File: src/rtl/fifo_wr_front.sv
// fifo_wr_front: write-side front end of the asynchronous FIFO.
// A 2-entry skid buffer feeds wr_inc/wr_data into the write-pointer block and memory.
// The Gray read pointer is synchronized into wr_clk and exposed as rd_ptr_sync.
// A registered fill level is derived from both Gray pointers.
// Optional feature macro: FIFO_WR_FRONT_ALMOST_FULL_EN adds a registered almost_full output.
module fifo_wr_front #(
  parameter int unsigned DATA_WIDTH  = 8,
  parameter int unsigned ADD_WIDTH   = 4,
  parameter int unsigned SYNC_STAGES = 2,
  parameter int unsigned AF_LEVEL    = 12
) (
  input  logic                  wr_clk,
  input  logic                  wr_rst,
  input  logic [DATA_WIDTH-1:0] in_data,
  input  logic                  in_valid,
  output logic                  in_ready,
  input  logic [ADD_WIDTH:0]    rd_ptr_async,
  input  logic [ADD_WIDTH:0]    wr_ptr,
  input  logic                  wr_full,
  output logic [ADD_WIDTH:0]    rd_ptr_sync,
  output logic                  wr_inc,
  output logic [DATA_WIDTH-1:0] wr_data,
  output logic [ADD_WIDTH:0]    fill_level
`ifdef FIFO_WR_FRONT_ALMOST_FULL_EN
  ,
  output logic                  almost_full
`endif
);

  // A single-flop crossing is not metastability-safe, and the threshold must be reachable.
  if (SYNC_STAGES < 2 || AF_LEVEL > (1 << ADD_WIDTH)) begin : g_bad_cfg
    $error("fifo_wr_front: SYNC_STAGES must be >= 2 and AF_LEVEL <= 2**ADD_WIDTH");
  end

  // Skid buffer occupancy
  typedef enum logic [1:0] {
    SK_EMPTY = 2'd0,
    SK_ONE   = 2'd1,
    SK_FULL  = 2'd2
  } skid_state_t;

  skid_state_t           occ_q, occ_d;
  logic [DATA_WIDTH-1:0] head_q, head_d;
  logic [DATA_WIDTH-1:0] tail_q, tail_d;
  logic                  rst_done_q;
  logic                  push;

  logic [ADD_WIDTH:0]    sync_q [SYNC_STAGES];
  logic [ADD_WIDTH:0]    wr_bin;
  logic [ADD_WIDTH:0]    rd_bin;
  logic [ADD_WIDTH:0]    fill_d;

  function automatic logic [ADD_WIDTH:0] gray2bin(input logic [ADD_WIDTH:0] g);
    logic [ADD_WIDTH:0] b;
    b            = '0;
    b[ADD_WIDTH] = g[ADD_WIDTH];
    for (int unsigned i = ADD_WIDTH; i > 0; i--) begin
      b[i-1] = b[i] ^ g[i-1];
    end
    return b;
  endfunction

  // Holds in_ready low until the first wr_clk edge after reset release
  always_ff @(posedge wr_clk or negedge wr_rst) begin
    if (!wr_rst) begin
      rst_done_q <= 1'b0;
    end else begin
      rst_done_q <= 1'b1;
    end
  end

  // Skid buffer state and storage registers
  always_ff @(posedge wr_clk or negedge wr_rst) begin
    if (!wr_rst) begin
      occ_q  <= SK_EMPTY;
      head_q <= '0;
      tail_q <= '0;
    end else begin
      occ_q  <= occ_d;
      head_q <= head_d;
      tail_q <= tail_d;
    end
  end

  // Handshake outputs and next occupancy; the head entry is always the oldest word
  always_comb begin
    occ_d    = occ_q;
    head_d   = head_q;
    tail_d   = tail_q;
    in_ready = rst_done_q && (occ_q != SK_FULL);
    wr_inc   = (occ_q != SK_EMPTY) && !wr_full;
    push     = in_valid && in_ready;
    unique case (occ_q)
      SK_EMPTY: begin
        if (push) begin
          head_d = in_data;
          occ_d  = SK_ONE;
        end
      end
      SK_ONE: begin
        // Simultaneous push/pop replaces the head in place, keeping order and count
        if (push && wr_inc) begin
          head_d = in_data;
        end else if (push) begin
          tail_d = in_data;
          occ_d  = SK_FULL;
        end else if (wr_inc) begin
          occ_d  = SK_EMPTY;
        end
      end
      SK_FULL: begin
        if (wr_inc) begin
          head_d = tail_q;
          occ_d  = SK_ONE;
        end
      end
      default: begin
        occ_d = SK_EMPTY;
      end
    endcase
  end

  assign wr_data = head_q;

  // Read-pointer synchronizer: plain flop chain, source is Gray coded
  always_ff @(posedge wr_clk or negedge wr_rst) begin
    if (!wr_rst) begin
      for (int unsigned i = 0; i < SYNC_STAGES; i++) begin
        sync_q[i] <= '0;
      end
    end else begin
      sync_q[0] <= rd_ptr_async;
      for (int unsigned i = 1; i < SYNC_STAGES; i++) begin
        sync_q[i] <= sync_q[i-1];
      end
    end
  end

  assign rd_ptr_sync = sync_q[SYNC_STAGES-1];

  // Modulo subtraction of binary pointers handles wrap of either pointer
  always_comb begin
    wr_bin = gray2bin(wr_ptr);
    rd_bin = gray2bin(rd_ptr_sync);
    fill_d = wr_bin - rd_bin;
  end

  // Registered fill level
  always_ff @(posedge wr_clk or negedge wr_rst) begin
    if (!wr_rst) begin
      fill_level <= '0;
    end else begin
      fill_level <= fill_d;
    end
  end

`ifdef FIFO_WR_FRONT_ALMOST_FULL_EN
  localparam logic [ADD_WIDTH:0] AF_THR = (ADD_WIDTH+1)'(AF_LEVEL);

  // Almost-full flag computed from the same next value as fill_level
  always_ff @(posedge wr_clk or negedge wr_rst) begin
    if (!wr_rst) begin
      almost_full <= 1'b0;
    end else begin
      almost_full <= (fill_d >= AF_THR);
    end
  end
`endif

endmodule

File: config.mk
export PLATFORM = sky130hd
export DESIGN_NAME = fifo_wr_front
export DESIGN_NICKNAME = d
export VERILOG_FILES = /design/src/rtl/fifo_wr_front.sv
export SDC_FILE = /design/constraint.sdc
export NUM_CORES = 1
export LEC_CHECK = 0
export CAP_MARGIN = 20
export CORE_MARGIN = 2
export CORE_UTILIZATION = 41
export DETAILED_ROUTE_END_ITERATION = 8
export GPL_ROUTABILITY_DRIVEN = 0
export HOLD_SLACK_MARGIN = 0.1
export PLACE_DENSITY = 0.72
export SYNTH_ARGS = -nofsm -noshare
export SYNTH_HDL_FRONTEND = slang
export SYNTH_SLANG_ARGS = --single-unit
File: constraint.sdc
create_clock -name wr_clk -period 6.2 [get_ports wr_clk]
set_clock_uncertainty 0.05 [all_clocks]
set_input_delay 0.93 -clock wr_clk [delete_from_list [all_inputs] [get_ports wr_clk]]
set_output_delay 0.93 -clock wr_clk [all_outputs]
set_load 0.1 [all_outputs]
==> flow_summary.json <==
{
  "grt_pass1_wl_um": 3920,
  "grt_busiest_layer": "met2",
  "crit_buf_inv": 2,
  "grt.overflow.total": 0,
  "leakage_uw": 0.000842,
  "cp_data_required_time_ns": 5.22,
  "critical_path_class": "primary input to output pin",
  "status": "completed",
  "rows": 22,
  "ir_drop_mv": 0.194,
  "htreeDepth": 2,
  "clock.fmax_mhz": 273,
  "slew_headroom_pct": 34.7,
  "met3_usage_pct": 3.77,
  "synth_most_common_cell": "dfrtp_1",
  "numCtsBuffers": 5,
  "tns_ns": 0,
  "clkTransAtPathRegs_ns": 0.07,
  "grt_use_met1_pct": 12.9,
  "vias": 931,
  "io_pins": 42,
  "synth.avg_cell_area_um2": 13.5,
  "seq_area_um2": 851,
  "fin_nets": 181,
  "start_util_pct": 42.1,
  "die-area_mm2": 0.00424,
  "post_cts_resized": 0,
  "cp_cell_sequence": "clkdlybuf4s50_1 -> nor2_1 -> clkdlybuf4s50_1",
  "yosys.area.top_type_share_pct": 55.6,
  "start_kind": "primary input",
  "crit_arrival_ns": 2.69,
  "die_h_um": 65.1,
  "area_growth_pct": 33.0,
  "ys_async_sr_fraction_pct": 100,
  "crit_path_top_delay_cell": "clkdlybuf4s50_1",
  "clock_sinks": 34,
  "drc_errors": 0,
  "yosys.area.top_type": "dfrtp_1",
  "drt-initial-drc-count": 17,
  "die_w_um": 65.1,
  "finalHoldViolCount": 0,
  "hold_buffers": 0,
  "use_met2_pct": 23.2,
  "port_buffers": 41,
  "core_area_mm2": 0.00363,
  "grt_max_degree": 35,
  "cts_setup_buffers": 0,
  "cts_tree": "built",
  "clock_path_buffers": 2,
  "n_fill_cell": 320,
  "path_delay_family": "buffers and inverters",
  "routed_wl_um": 2420,
  "ys_seq_area_share_pct": 55.6,
  "ys_warn_count": 0,
  "synthCells": 113,
  "critPathMaxFanout": 6,
  "insertion_delay_ns": 0.28,
  "finalMaxSlewViolations": 0,
  "grt_pass1_vias": 934,
  "multi_input_area_um2": 599,
  "synth_common_cells": "34 x dfrtp_1, 11 x a21oi_1, 11 x nor2_1",
  "final_antenna_net_count": 0,
  "wl_per_cell_um": 11.9,
  "tightest_slew_ns": 0.977,
  "syn_nets": 140,
  "crit_top_cell": "clkdlybuf4s50_1",
  "fin_crit_sh_pct": 59.1,
  "hp-class": "register to register",
  "drive_above_1_share_pct": 17.4,
  "yosys_register_bits": 34,
  "netlist_top_cells_area": "dfrtp_1 56%, mux2_2 6.6%, mux2i_1 5.2%",
  "max_stage_delay_ns": 1.13,
  "gr-usage-all-layers_pct": 12.5,
  "holdWs_ns": 0.298,
  "antennaDiodeCount": 0,
  "ys.flop_type": "dfrtp_1",
  "viasPerCell": 4.59,
  "final_core_util_pct": 56.0,
  "rsz0062_at_grt": "no",
  "power.density_mw_per_mm2": 439,
  "netlist_area_mm2": 0.00153,
  "critPathCaptureType": "output pin",
  "power.total_uw": 893,
  "setup_viol": 0,
  "drt_pass1_iterations": 2,
  "post-route-min-period_ns": 3.67,
  "synth.distinct_cells": 27,
  "antenna_found_initial": 0,
  "hpwl_um": 1800,
  "synth_edf_count": 0,
  "cap_viol_max_count": 0,
  "root_buffer": "clkbuf_8"
}
-- logic make-up after synthesis --
kind of cell / after synthesis / share of synthesized area [%]
XOR/XNOR: 12 / 9.32
other: 1 / 0.245
AO/OA/AOI/OAI: 16 / 6.95
multiplexers: 17 / 11.9
buffers and inverters: 11 / 5.23
flip-flops: 34 / 55.6
AND/OR/NAND/NOR: 17 / 6.21
adder cells (fa/ha/maj): 5 / 4.58
-- power breakdown --
part	total [uW]	switching [uW]	internal, uW
registers	300	24.3	276
clock network	165	76.0	89.1
logic	428	309	119
-- worst register-to-register path: stages, from the launching register on --
cell	delay [ns]
dfrtp_1	0.42
xnor2_2	0.24
xor2_2	0.20
xor2_1	0.34
xnor2_1	0.16
ha_1	0.16
inv_1	0.06
fa_1	0.41
a21o_1	0.18
a21oi_1	0.17
xnor2_1	0.13
-- cell usage in the layout, fill, tap and decap left out --
master and n:
a21o_1 2, a21oi_1 11, a31o_2 1, and2_4 1
and2b_1 1, buf_4 1, clkbuf_8 6, clkdlybuf4s50_1 41
clkinv_2 1, clkinvlp_4 1, conb_1 1, dfrtp_1 34
fa_1 1, ha_1 4, inv_1 3, mux2_2 9
mux2i_1 8, nand2_1 1, nor2_1 11, nor2b_1 1
nor3b_4 1, o22ai_1 1, o31ai_4 1, or3b_1 1
xnor2_1 5, xnor2_2 1, xor2_1 2, xor2_2 4
-- stage by stage --
stage          instance area (um^2)  instances  setup slack (ns)
2_1_floorplan                  1530        113              3.04
3_3_place_gp                   1940        195              2.56
3_5_place_dp                   1940        195              2.54
4_1_cts                        2030        203              2.52
5_1_grt                        2030        203              2.48
6_report                       2030        203              2.53
-- sequential cells by signal, summed over array words and instances (netlist names) --
signal,count
rst_done_q,1
rd_ptr_sync,5
sync_q,5
occ_q,2
wr_data,8
tail_q,8
fill_level,5
-- routing by layer --
metal	share of wire [%]	vias to the layer above
met5	0	-
met4	1.4	0
met3	4.1	4
met2	55	20
met1	40	453
li1	-	454
-- worst paths after layout --
| kind | start | to | slack [ns] | cells past startpoint |
|---|---|---|---|---|
| worst max-delay path | wr_full | wr_inc | 2.53 | 3 |
| worst min-delay path | sync_q[5] | rd_ptr_sync[0] | 0.30 | 0 |
| worst max register to register | rd_ptr_sync[4] | fill_level[4] | 3.62 | 10 |
| worst min register to register | sync_q[5] | rd_ptr_sync[0] | 0.30 | 0 |
| max in group asynchronous | wr_rst | tail_q[5] | 4.79 | 2 |
| min in group asynchronous | wr_rst | fill_level[4] | 1.01 | 2 |
-- final cells by class --
cell class | count | share of cell area [%]
Clock buffer | 6 | 4.06
Clock inverter | 2 | 0.615
Inverter | 3 | 0.554
Multi-Input combinational cell | 68 | 29.5
Sequential cell | 34 | 41.8
Tap cell | 48 | 2.95
Timing Repair Buffer | 42 | 20.5
Power figures use the tool's default switching activity.
